## src/rtl/input_guard_pkg.sv

```systemverilog
// Shared constants and types for the input guard bank.
// The channel-to-top edge record keeps rise/fall pulses paired.
package input_guard_pkg;

  localparam int IG_SYNC_STAGES_DEF = 2;
  localparam int IG_FILT_BITS_DEF   = 3;

  typedef struct packed {
    logic rise;
    logic fall;
  } ig_edge_t;

endpackage

```

## src/rtl/input_guard_chan.sv

```systemverilog
// One input guard channel: synchroniser chain, qualification counter,
// filtered level register and registered rise/fall pulses.
module input_guard_chan
  import input_guard_pkg::*;
#(
  parameter int SYNC_STAGES = IG_SYNC_STAGES_DEF,
  parameter int FILT_BITS   = IG_FILT_BITS_DEF
) (
  input  logic                 i_clk,
  input  logic                 i_rst,
  input  logic                 i_in,
  input  logic                 i_en,
  input  logic [FILT_BITS-1:0] i_thresh,
  output logic                 o_z,
  output ig_edge_t             o_edge
);

  (* ASYNC_REG = "TRUE" *) logic [SYNC_STAGES-1:0] r_sync;

  logic [FILT_BITS-1:0] r_cnt;
  logic                 r_z;
  ig_edge_t             r_edge;

  logic                 w_s;
  logic                 w_diff;
  logic                 w_qual;
  logic [FILT_BITS-1:0] w_cnt_next;
  logic                 w_z_next;
  ig_edge_t             w_edge_next;

  // The chain keeps sampling while disabled so re-enable sees current data.
  always_ff @(posedge i_clk) begin
    if (i_rst) begin
      r_sync <= '0;
    end else begin
      r_sync <= {r_sync[SYNC_STAGES-2:0], i_in};
    end
  end

  assign w_s    = r_sync[SYNC_STAGES-1];
  assign w_diff = w_s ^ r_z;
  assign w_qual = (r_cnt >= i_thresh);

  always_comb begin
    w_cnt_next  = '0;
    w_z_next    = r_z;
    w_edge_next = '0;
    if (i_en && w_diff) begin
      if (w_qual) begin
        w_z_next         = w_s;
        w_edge_next.rise = w_s;
        w_edge_next.fall = ~w_s;
      end else begin
        // Cannot wrap: the compare fires no later than the all-ones count.
        w_cnt_next = r_cnt + 1'b1;
      end
    end
  end

  always_ff @(posedge i_clk) begin
    if (i_rst) begin
      r_cnt  <= '0;
      r_z    <= 1'b0;
      r_edge <= '0;
    end else begin
      r_cnt  <= w_cnt_next;
      r_z    <= w_z_next;
      r_edge <= w_edge_next;
    end
  end

  assign o_z    = r_z;
  assign o_edge = r_edge;

endmodule

```

## src/rtl/input_guard_bank.sv

```systemverilog
// Multi-channel input conditioner: WIDTH independent guard channels plus
// a registered any-edge flag that trails the per-channel pulses by one cycle.
module input_guard_bank
  import input_guard_pkg::*;
#(
  parameter int WIDTH       = 4,
  parameter int SYNC_STAGES = IG_SYNC_STAGES_DEF,
  parameter int FILT_BITS   = IG_FILT_BITS_DEF
) (
  input  logic                 CLK,
  input  logic                 RST,
  input  logic [WIDTH-1:0]     I,
  input  logic [WIDTH-1:0]     EN,
  input  logic [FILT_BITS-1:0] THRESH,
  output logic [WIDTH-1:0]     Z,
  output logic [WIDTH-1:0]     RISE,
  output logic [WIDTH-1:0]     FALL,
  output logic                 CHG
);

  ig_edge_t w_edge [WIDTH];
  logic     r_chg;

  for (genvar gi = 0; gi < WIDTH; gi++) begin : g_chan
    input_guard_chan #(
      .SYNC_STAGES (SYNC_STAGES),
      .FILT_BITS   (FILT_BITS)
    ) u_chan (
      .i_clk    (CLK),
      .i_rst    (RST),
      .i_in     (I[gi]),
      .i_en     (EN[gi]),
      .i_thresh (THRESH),
      .o_z      (Z[gi]),
      .o_edge   (w_edge[gi])
    );
    assign RISE[gi] = w_edge[gi].rise;
    assign FALL[gi] = w_edge[gi].fall;
  end

  always_ff @(posedge CLK) begin
    if (RST) begin
      r_chg <= 1'b0;
    end else begin
      r_chg <= |(RISE | FALL);
    end
  end

  assign CHG = r_chg;

endmodule

```

## config.mk

```make
export PLATFORM = sky130hd
export DESIGN_NAME = input_guard_bank
export DESIGN_NICKNAME = d
export VERILOG_FILES = /design/src/rtl/input_guard_pkg.sv /design/src/rtl/input_guard_chan.sv /design/src/rtl/input_guard_bank.sv
export SDC_FILE = /design/constraint.sdc
export NUM_CORES = 1
export LEC_CHECK = 0
export ABC_AREA = 1
export BUFFER_PORTS_ARGS = -buffer_cell sky130_fd_sc_hd__buf_2
export CAP_MARGIN = 30
export CORE_UTILIZATION = 50
export DETAILED_ROUTE_END_ITERATION = 16
export PLACE_DENSITY_LB_ADDON = 0.25
export SYNTH_ARGS = -nofsm -noshare
export SYNTH_HDL_FRONTEND = slang
export SYNTH_HIERARCHICAL = 1
export SYNTH_SLANG_ARGS = --single-unit
```

## constraint.sdc

```tcl
create_clock -name CLK -period 1.1 [get_ports CLK]
set_input_delay 0.11 -clock CLK [delete_from_list [all_inputs] [get_ports CLK]]
set_output_delay 0.11 -clock CLK [all_outputs]
set_load 0.02 [all_outputs]
```

After elaboration in Yosys (flattened, before gate mapping). Index checks and enable logic that the tools add are counted. W data, S select, Z words.

Add/sub/neg operators: 4. Bitwise gates (word level): 17. Magnitude comparators: 4. Reductions and logical operators: 17.

Operator list (count): $reduce_or A3 Y1 (8); $add A3 B1 Y3 const B (4); $ge A3 B3 Y1 (4); $not A1 Y1 (12); $reduce_and A2 Y1 (4); $logic_and A1 B1 Y1 (4); $or A4 B4 Y4 (1); $reduce_or A4 Y1 (1); $xor A1 B1 Y1 (4).

Input port bits: 13. Word-level logic and storage cells: 63. Flip-flop bits (word level): 33. Output and inout bits: 13.

Longest topological paths before layout. Gate-level depths: netlist of the first run.

Word-level depth: 4. Gate-level depth with buffers: 9. Gate-level depth less buffers: 9.

Hierarchy. Netlist of the first run, hierarchy kept.

By module, submodules not included: input_guard_chan (cells each 47, area an instance 386.6 um^2, sequential area each 160.2 um^2, times used 4); input_guard_bank (cells each 9, area an instance 50.0 um^2, sequential area each 20.0 um^2, times used 1).

Worst setup path after synthesis of the first run. OpenSTA, ideal clock, no wires.

Path type: register to register. Start: reg g_chan[0].u_chan.r_cnt[0]. End: reg g_chan[0].u_chan.r_z. Stages on the path, launching flop included: 9. Arrival time: 1028 ps. Data required time: 985 ps. Path buffers: 0. Path slack: -43 ps. Clock period less this slack: 1143 ps. Path through: dfxtp_1 -> inv_1 -> ha_1 -> inv_1 -> nand2_1 -> nand2_1 -> nand2_2 -> nand3_1 -> nand2_1.

Longest elaborated chain between the ends: 2.

Ends and longest elaborated chain: start, declared (line input_guard_chan.sv:20) `logic [FILT_BITS-1:0] r_cnt;`; start signal, assigned (line input_guard_chan.sv:66) `r_cnt <= w_cnt_next;`; $ge A3 B3 Y1 (line input_guard_chan.sv:42) `assign w_qual = (r_cnt >= i_thresh);`; $reduce_and A2 Y1 (no line); end signal, assigned (line input_guard_chan.sv:67) `r_z <= w_z_next;`; end, declared (line input_guard_chan.sv:21) `logic r_z;`.

No other way between the ends. A chain may end at the register's enable or synchronous reset.

Final worst setup path of the first run.
Start: reg g_chan[2].u_chan.r_cnt[2]. End: reg g_chan[2].u_chan.r_z.

Longest elaborated chain between the ends: 2.

Ends and longest elaborated chain (line): start, declared (input_guard_chan.sv:20); start signal, assigned (input_guard_chan.sv:66); $ge A3 B3 Y1 (input_guard_chan.sv:42); $reduce_and A2 Y1 (no line); end signal, assigned (input_guard_chan.sv:67); end, declared (input_guard_chan.sv:21).

No other way between the ends.

==> impl_metrics.env, run 1 <==
export IMPL_gp_congestion=0.692
export IMPL_rsz0062_at_grt="yes"
export IMPL_tritoncts="done"
export IMPL_cp_slowest_stage_delay_ns=0.35
export IMPL_path_cells="ha_4, nand2_2, inv_2, nand2_2, nand2_4, nand2_2, nand2_2, nand2_1"
export IMPL_clockBufferDepth=2
export IMPL_gr_usage_all_layers_pct=20.1
export IMPL_yosysUniqueCellTypes=11
export IMPL_slowest_stage="dfxtp_2"
export IMPL_core_mm2=0.00305
export IMPL_drc_errors=0
export IMPL_place_inst=274
export IMPL_p_comb_share_pct=11.0
export IMPL_critPathKind="reg2reg"
export IMPL_port_buffers=25
export IMPL_syn_area_per_cell_um2=8.10
export IMPL_critPathLaunchType="flip-flop"
export IMPL_met2_usage_pct=37.1
export IMPL_drt_iter0_drc=18
export IMPL_multi_input_area_mm2=0.00104
export IMPL_cts_root_buf="clkbuf_4"
export IMPL_fill_cells=230
export IMPL_max_slew_margin_rel_pct=73.2
export IMPL_dr_pass1_iters=4
export IMPL_cts_htree_levels=2
export IMPL_area_delta_synth_final_pct=39.9
export IMPL_n_antenna_cell=0
export IMPL_vias=1294
export IMPL_grt_pass1_wl_mm=4.89
export IMPL_slew_violations=0
export IMPL_drv_cap=0
export IMPL_use_met1_pct=19.2
export IMPL_via_per_inst=4.51
export IMPL_routed_wl_mm=3.00
export IMPL_netlist_instances=197
export IMPL_whs_path_depth=5
export IMPL_p_sw_mw=0.557
export IMPL_ys_ff_latch=33
export IMPL_grt_max_degree=22
export IMPL_pre_cts_ws_ns=-0.0900
export IMPL_fmax_mhz=862
export IMPL_ys_seq_area_share_pct=41.4
export IMPL_powerDensity_mw_per_mm2=1000
export IMPL_numCtsBuffers=5
export IMPL_final_common_cell="inv_1"
export IMPL_period_needed_ns=1.16
export IMPL_dp_hpwl_mm=1.88
export IMPL_outcome="finished with violations"
export IMPL_crit_start="g_chan[2].u_chan/r_cnt[2]"
export IMPL_path_common_cell="nand2_2"
export IMPL_die_area_mm2=0.00342
export IMPL_antenna_left=0
export IMPL_clk_latency_ns=0.33
export IMPL_hold_end="g_chan[3].u_chan/o_edge[1]"
export IMPL_hold_start="EN[3]"
export IMPL_setup_violations=11
export IMPL_timing_rr_end="g_chan[2].u_chan/o_z"
export IMPL_endpoint_kind="flip-flop"
export IMPL_reg2reg_from="g_chan[2].u_chan/r_cnt[2]"
export IMPL_rrSetupSlack_ns=-0.06
export IMPL_start_util_pct=52.3
export IMPL_p_leak_nw=1.05
export IMPL_die_width_um=58.5
export IMPL_die_height_um=58.5
export IMPL_postLayoutCoreUtil_pct=73.2
export IMPL_switching_share_pct=24.9
export IMPL_finalNetCount=271
export IMPL_reg2reg_depth=8
export IMPL_power_internal_mw=1.68
export IMPL_cp_required_ns=1.34
export IMPL_wl_per_cell_um=10.4
export IMPL_clock_sinks=33
export IMPL_layout_drive_gt1_share_pct=58.0
export IMPL_fin_crit_sh_pct=105
export IMPL_path_max_fanout=6
export IMPL_ir_worst_vdd_v=0.00111
export IMPL_syn_area_mm2=0.00160
export IMPL_synth_warnings=6
export IMPL_placementRows=20
export IMPL_top_usage_layer="met2"
export IMPL_io_pins=26
export IMPL_final_hold_viol_count=0
export IMPL_worst_slack_ns=-0.0605
export IMPL_syn_nets=226
export IMPL_power_frac_clock_pct=34.4
export IMPL_worstMarginPinSlew_ns=0.403
export IMPL_skew_ns=0.00278
export IMPL_critical_path_arrival_ns=1.40
export IMPL_holdWs_ns=0.127
export IMPL_final_cell_mix="31 x inv_1, 26 x nand2_2, 25 x buf_2"
export IMPL_antenna_found_initial=0
export IMPL_stdcell_count=287
export IMPL_met3_usage_pct=5.49
export IMPL_grt_pass1_vias=1232
export IMPL_grt_ovfl_total=0
export IMPL_hold_path_class="in2reg"
export IMPL_p_seq_share_pct=54.6
export IMPL_path_clk_slew_ns=0.10
export IMPL_violations="negative setup slack"
export IMPL_regArea_um2=674
## layer usage
layer | vias to the layer above | wire length (µm)
li1 | 683 | -
met1 | 588 | 1230
met2 | 19 | 1600
met3 | 4 | 84
met4 | 0 | 72
met5 | - | 0
## Yosys cell counts, drive strengths merged
cell type / instances / area share (%)
nor2: 30 / 8.3
dfxtp: 33 / 41
a21oi: 4 / 1.3
xnor2: 4 / 2.2
nand2: 46 / 13
nand3: 4 / 1.3
inv: 44 / 10
nor3: 16 / 10
ha: 16 / 13
## final cells by class
cell class | count | share of cell area (%)
clock inverter | 1 | 0.224
clock buffer | 7 | 2.91
inverter | 44 | 7.39
timing repair buffer | 38 | 10.4
tap | 44 | 2.46
sequential | 33 | 30.2
multi-input combinational | 120 | 46.4
## through the flow
| stage | area [µm²] | TNS, ns | power (mW) |
|---|---|---|---|
| final | 2230 | -0.345 | 2.24 |
| after global routing | 2230 | -1.53 | 2.36 |
| after CTS | 2140 | -0.269 | 2.24 |
| after detailed placement | 1860 | -1.41 | 1.42 |
| after global placement | 1860 | -1.04 | 1.41 |
| after floorplan | 1620 | -0.0725 | 1.36 |
## power groups by stage
stage	Clock (mW)	Combinational [mW]	Sequential, mW
3_3_place_gp	0	0.163	1.25
6_report	0.770	0.247	1.22
4_1_cts	0.795	0.222	1.22
5_1_grt	0.857	0.275	1.23
3_5_place_dp	0	0.167	1.25
2_1_floorplan	0	0.104	1.25
## kinds of logic after synthesis
logic type / after synthesis / synth area share (%)
compound gates: 4 / 1.25
xor+xnor: 4 / 2.19
fa+ha+maj: 16 / 12.5
buf+inv: 44 / 10.3
flops: 33 / 41.4
simple gates: 96 / 32.3
## flip-flops by register name, indices dropped and copies added (netlist names)
name,flops
CHG,1
g_chan.u_chan/r_sync,8
g_chan.u_chan/r_cnt,12
g_chan.u_chan/o_z,4
g_chan.u_chan/o_edge,8
## worst max-delay path by stage
stage	depth (start not counted)	slack [ns]	endpoint
4_1_cts	9	-0.07	g_chan[0].u_chan/o_z
2_1_floorplan	9	-0.02	g_chan[0].u_chan/o_z
3_5_place_dp	5	-0.09	g_chan[1].u_chan/o_z
6_report	8	-0.06	g_chan[2].u_chan/o_z
5_1_grt	5	-0.13	g_chan[1].u_chan/o_z
3_3_place_gp	5	-0.08	g_chan[2].u_chan/o_z
## worst max-delay path: cells and delay by family, from the launching register on
kind	cells	cell delay, ns
simple gates	6	0.38
flops	1	0.35
fa+ha+maj	1	0.29
buf+inv	1	0.05
## repair_timing
| action | CTS | global route |
|---|---|---|
| hold buffers | 4 | 0 |
| pin swaps | 22 | 27 |
| setup endpoints to repair | 24 | 24 |
| gates resized for setup | 36 | 26 |
| setup buffers | 0 | 1 |
| hold endpoints to repair | 4 | 0 |
No activity file was read; power rests on OpenSTA's default activity.
==> run 2: changes to the inputs <==
--- a/config.mk
+++ b/config.mk
@@ -8,7 +8,7 @@
 export ABC_AREA = 1
 export BUFFER_PORTS_ARGS = -buffer_cell sky130_fd_sc_hd__buf_2
 export CAP_MARGIN = 30
-export CORE_UTILIZATION = 50
+export CORE_UTILIZATION = 55
 export DETAILED_ROUTE_END_ITERATION = 16
 export PLACE_DENSITY_LB_ADDON = 0.25
 export SYNTH_ARGS = -nofsm -noshare
==> constraint.sdc (replaced) <==
create_clock -name CLK -period 1.3 [get_ports CLK]
set_input_delay 0.13 -clock CLK [delete_from_list [all_inputs] [get_ports CLK]]
set_output_delay 0.13 -clock CLK [all_outputs]
set_load 0.02 [all_outputs]
==> run 2 against run 1 <==
  * The run now ends clean
  * Non-clock buffer count decreased by 4
  * Die area decreased by 8.8%
  * Power decreased by 21%
  * Global-route usage decreased by 0.80 points
  * Setup slack improved by 0.14 ns
  * Via count decreased by 3.0%
  * Sequential share of layout area increased by 4.0 points
  * Flip-flop and latch count unchanged
  * Fmax decreased by 4.6%
  * Worst hold slack improved by 0.0097 ns
  * Design area decreased by 13%
  * Critical endpoint unchanged
  * Largest cell class unchanged
==> impl_metrics.env, run 2 (synthesis results as in run 1) <==
export IMPL_pre_cts_ws_ns=0.0524
export IMPL_clockBufferDepth=2
export IMPL_dr_pass1_iters=4
export IMPL_outcome="finished, final reports clean"
export IMPL_placementRows=19
export IMPL_path_common_cell="nand2_1"
export IMPL_fmax_mhz=822
export IMPL_largest_reg_flops=12
export IMPL_setup_violations=0
export IMPL_die_height_um=55.9
export IMPL_dp_hpwl_mm=1.86
export IMPL_via_per_inst=4.67
export IMPL_cts_htree_levels=2
export IMPL_die_area_mm2=0.00312
export IMPL_drt_iter0_drc=11
export IMPL_port_buffers=25
export IMPL_endpoint_kind="flip-flop"
export IMPL_fill_cells=231
export IMPL_drc_errors=0
export IMPL_max_slew_margin_rel_pct=71.9
export IMPL_wl_per_cell_um=9.84
export IMPL_slew_violations=0
export IMPL_drv_cap=0
export IMPL_gp_congestion=0.783
export IMPL_n_antenna_cell=0
export IMPL_clock_sinks=33
export IMPL_core_mm2=0.00276
export IMPL_critPathKind="reg2reg"
export IMPL_design_area_mm2=0.00194
export IMPL_fin_crit_sh_pct=93.6
export IMPL_tritoncts="done"
export IMPL_critical_path_arrival_ns=1.44
export IMPL_period_needed_ns=1.22
export IMPL_area_delta_synth_final_pct=21.6
export IMPL_final_common_cell="inv_1"
export IMPL_gr_usage_all_layers_pct=19.3
export IMPL_skew_ns=0.00869
export IMPL_die_width_um=55.9
export IMPL_start_util_pct=57.9
export IMPL_final_cell_mix="44 x inv_1, 31 x dfxtp_1, 31 x nand2_1"
export IMPL_io_pins=26
export IMPL_hold_path_class="in2reg"
export IMPL_finalNetCount=267
export IMPL_ir_worst_vdd_v=0.000840
export IMPL_powerDensity_mw_per_mm2=907
export IMPL_top_register="g_chan.u_chan/r_cnt"
export IMPL_cts_root_buf="clkbuf_4"
export IMPL_grt_max_degree=22
export IMPL_antenna_left=0
export IMPL_regArea_um2=663
export IMPL_place_inst=255
export IMPL_grt_ovfl_total=0
export IMPL_numCtsBuffers=5
export IMPL_final_hold_viol_count=0
export IMPL_stdcell_count=269
export IMPL_p_leak_nw=1.02
export IMPL_vias=1255
export IMPL_worst_slack_ns=0.0837
export IMPL_placed_area_mm2=0.00178
export IMPL_slowest_stage="dfxtp_2"
export IMPL_grt_pass1_vias=1160
export IMPL_path_max_fanout=6
export IMPL_holdWs_ns=0.136
export IMPL_path_cells="inv_1, ha_1, inv_1, nand2_1, nand2_1, nand2_4, nand3_1, nand2_1"
export IMPL_clk_latency_ns=0.33
export IMPL_grt_pass1_wl_mm=4.60
export IMPL_worstMarginPinSlew_ns=0.421
export IMPL_path_clk_slew_ns=0.10
export IMPL_critPathLaunchType="flip-flop"
export IMPL_multi_input_area_um2=817
export IMPL_routed_wl_mm=2.65
export IMPL_antenna_found_initial=0
export IMPL_cp_slowest_stage_delay_ns=0.35
export IMPL_cp_required_ns=1.52
export IMPL_layout_drive_gt1_share_pct=34.5
run 2: area by class of cell:
cell class	instances	area share (%)
inverter	44	8.51
clock buffer	7	2.84
timing repair buffer	34	10.4
tap	31	2.00
multi-input combinational	120	42.1
sequential	33	34.1
run 2: path summary, 6_finish.rpt:
kind                                                   end                        from  cells past startpoint  slack (ns)
worst min register to register  g_chan[2].u_chan/r_sync[1]  g_chan[2].u_chan/r_sync[0]                      2        0.41
worst min-delay path            g_chan[1].u_chan/o_edge[0]                       EN[1]                      5        0.14
worst max-delay path                  g_chan[2].u_chan/o_z   g_chan[2].u_chan/r_cnt[0]                      8        0.08
worst max register to register        g_chan[2].u_chan/o_z   g_chan[2].u_chan/r_cnt[0]                      8        0.08
run 2: metal layers:
layer / GRT usage (%) / share of wire, %
met1: 20.1 / 43
met3: 6.28 / 3.7
met4: 7.32 / 0.94
met5: 0 / 0
met2: 36.0 / 53
run 2: per-stage QoR:
stage | utilization, % | total power, mW | TNS [ns]
global placement | 64.4 | 1.19 | 0
CTS | 67.8 | 1.76 | 0
detailed placement | 64.4 | 1.20 | 0
global route | 70.4 | 1.84 | -0.0279
floorplan | - | 1.14 | 0
finish | 70.4 | 1.76 | 0
run 2: worst max-delay path: cells and delay by family, from the launching register on:
family,cells,cell delay (ns)
buf+inv,2,0.10
flops,1,0.35
simple gates,5,0.39
fa+ha+maj,1,0.27
run 2: timing repair:
| item | 4_1_cts | 5_1_grt |
|---|---|---|
| setup buffers | 0 | 3 |
| setup endpoints to repair | 0 | 13 |
| resized for setup | 0 | 12 |
| endpoints found under the hold margin | 4 | 0 |
| hold buffers | 4 | 0 |
run 2: power by group:
group          switching, mW  leakage [nW]  internal [mW]
Clock                  0.313        0.0314          0.255
Combinational         0.0953         0.722         0.0627
Sequential           0.00950         0.269           1.03
==> run 3: changes to the inputs <==
--- a/config.mk
+++ b/config.mk
@@ -8,7 +8,9 @@
 export ABC_AREA = 1
 export BUFFER_PORTS_ARGS = -buffer_cell sky130_fd_sc_hd__buf_2
 export CAP_MARGIN = 30
-export CORE_UTILIZATION = 55
+export CELL_PAD_IN_SITES_DETAIL_PLACEMENT = 1
+export CELL_PAD_IN_SITES_GLOBAL_PLACEMENT = 2
+export CORE_UTILIZATION = 32
 export DETAILED_ROUTE_END_ITERATION = 16
 export PLACE_DENSITY_LB_ADDON = 0.25
 export SYNTH_ARGS = -nofsm -noshare
==> run 3 against run 2 <==
  * Wire length up 10%
  * Power up 9.9%
  * Core utilization down 28 points
  * Global-route usage down 6.4 points
  * Final cell count up 12%
  * First-iteration DRC count up 91%
  * Worst hold slack worse by 0.092 ns
  * Non-clock buffer count down 4
  * Setup slack better by 0.019 ns
  * Largest cell class unchanged
  * Register-to-register slack better by 0.02 ns
  * Clock-buffer cell count up 1
==> impl_metrics.env, run 3 (synthesis results as in run 1) <==
export IMPL_slowest_stage="dfxtp_1"
export IMPL_p_seq_share_pct=53.6
export IMPL_ir_worst_vdd_v=0.000537
export IMPL_dr_pass1_iters=4
export IMPL_max_slew_margin_rel_pct=71.0
export IMPL_path_common_cell="nand2_1"
export IMPL_period_needed_ns=1.20
export IMPL_skew_ns=0.00163
export IMPL_critical_path_arrival_ns=1.38
export IMPL_power_frac_clock_pct=38.5
export IMPL_layout_drive_gt1_share_pct=35.7
export IMPL_drc_errors=0
export IMPL_switching_share_pct=24.3
export IMPL_cts_hold_buf=0
export IMPL_power_internal_mw=1.46
export IMPL_regArea_um2=664
export IMPL_pre_cts_ws_ns=0.0252
export IMPL_clockBufferDepth=2
export IMPL_tritoncts="done"
export IMPL_grt_max_degree=22
export IMPL_die_width_um=72.6
export IMPL_die_area_mm2=0.00528
export IMPL_worst_slack_ns=0.102
export IMPL_wl_per_cell_um=9.66
export IMPL_p_leak_nw=1.02
export IMPL_placementRows=25
export IMPL_finalNetCount=263
export IMPL_core_mm2=0.00475
export IMPL_fmax_mhz=835
export IMPL_p_sw_mw=0.470
export IMPL_routed_wl_mm=2.92
export IMPL_gr_usage_all_layers_pct=13.0
export IMPL_largest_reg_flops=12
export IMPL_outcome="finished, final reports clean"
export IMPL_antenna_found_initial=0
export IMPL_drt_iter0_drc=21
export IMPL_cts_root_buf="clkbuf_8"
export IMPL_grt_pass1_vias=1230
export IMPL_final_common_cell="inv_1"
export IMPL_worstMarginPinSlew_ns=0.435
export IMPL_via_per_inst=4.13
export IMPL_gp_congestion=0.693
export IMPL_grt_pass1_wl_mm=5.21
export IMPL_endpoint_kind="flip-flop"
export IMPL_crit_start="g_chan[1].u_chan/r_cnt[0]"
export IMPL_postLayoutCoreUtil_pct=42.1
export IMPL_critPathKind="reg2reg"
export IMPL_rsz0062_at_grt="yes"
export IMPL_hold_start="I[0]"
export IMPL_final_hold_viol_count=0
export IMPL_n_antenna_cell=0
export IMPL_setup_violations=0
export IMPL_slew_violations=0
export IMPL_reg2reg_from="g_chan[1].u_chan/r_cnt[0]"
export IMPL_die_height_um=72.6
export IMPL_numCtsBuffers=5
export IMPL_grt_ovfl_total=0
export IMPL_clk_latency_ns=0.28
export IMPL_path_cells="inv_1, ha_1, inv_1, nand2_1, nand2_1, nand2_4, nand3_1, nand2_1"
export IMPL_fin_crit_sh_pct=92.1
export IMPL_start_util_pct=33.6
export IMPL_fill_cells=599
export IMPL_io_pins=26
export IMPL_path_clk_slew_ns=0.06
export IMPL_drv_cap=0
export IMPL_critPathLaunchType="flip-flop"
export IMPL_cp_required_ns=1.48
export IMPL_dp_hpwl_mm=2.20
export IMPL_cp_slowest_stage_delay_ns=0.33
export IMPL_path_max_fanout=6
export IMPL_holdWs_ns=0.0443
export IMPL_hold_path_class="in2reg"
export IMPL_antenna_left=0
export IMPL_top_register="g_chan.u_chan/r_cnt"
export IMPL_p_comb_share_pct=7.9
export IMPL_area_delta_synth_final_pct=25.2
export IMPL_port_buffers=25
export IMPL_vias=1248
export IMPL_multi_input_area_um2=843
export IMPL_crit_buf_inv=2
export IMPL_cts_htree_levels=2
export IMPL_final_cell_mix="44 x inv_1, 31 x nand2_1, 30 x dfxtp_1"
export IMPL_clock_sinks=33
export IMPL_critical_path_top_delay_family="simple AND/OR/NAND/NOR gates"
export IMPL_powerDensity_mw_per_mm2=967
run 3: changes by cell type in the layout (fill, tap and decap cells not counted):
cell           before  now
clkbuf_4            5    0
clkbuf_8            1    5
dlygate4sd3_1       4    0
clkbuf_1            1    3
nand2_2            13   11
nand2_4             2    4
a21oi_1             1    0
a21oi_2             3    4
dfxtp_1            31   30
dfxtp_2             2    3
ha_1               15   14
ha_4                1    2
run 3: path summary, 6_finish.rpt:
check | to | slack, ns | cells past startpoint
worst max-delay path | g_chan[1].u_chan/o_z | 0.10 | 8
worst max register to register | g_chan[1].u_chan/o_z | 0.10 | 8
worst min register to register | g_chan[3].u_chan/r_sync[1] | 0.40 | 2
worst min-delay path | g_chan[0].u_chan/r_sync[0] | 0.04 | 3
run 3: power groups by stage:
| stage | combinational, mW | clock, mW | sequential (mW) |
|---|---|---|---|
| floorplan | 0.0862 | 0 | 1.06 |
| finish | 0.153 | 0.745 | 1.04 |
| global route | 0.181 | 0.820 | 1.04 |
| CTS | 0.142 | 0.782 | 1.04 |
| global placement | 0.138 | 0 | 1.06 |
| detailed placement | 0.141 | 0 | 1.06 |
run 3: layout make-up:
class | instances | area share, %
Inverter | 44 | 8.26
Timing Repair Buffer | 30 | 8.14
Tap cell | 67 | 4.19
Multi-Input combinational cell | 120 | 42.2
Sequential cell | 33 | 33.2
Clock buffer | 8 | 4.01
run 3: layer usage:
metal	track usage, %	up-vias	part of all wire [%]
met2	21.7	20	49
met3	3.73	7	4.1
met5	0	-	0
li1	-	663	-
met1	15.2	558	44
met4	6.54	0	2.2
run 3: per-stage QoR:
step                cell area (µm²)  power, mW  instances  setup TNS, ns
floorplan                      1600       1.14        197              0
global placement               1820       1.20        291              0
detailed placement             1820       1.20        291              0
CTS                            1900       1.96        299              0
global route                   2000       2.04        302        -0.0140
finish                         2000       1.93        302              0
run 3: timing repair:
action / CTS / global route
buffers inserted: 0 / 3
setup endpoints to repair: 0 / 14
gates resized for setup: 0 / 17
run 3: worst register-to-register path: cells and delay by family, from the launching register on:
kind | cells | cell delay, ns
buffers and inverters | 2 | 0.10
AND/OR/NAND/NOR | 5 | 0.41
flip-flops | 1 | 0.33
adder cells (fa/ha/maj) | 1 | 0.26
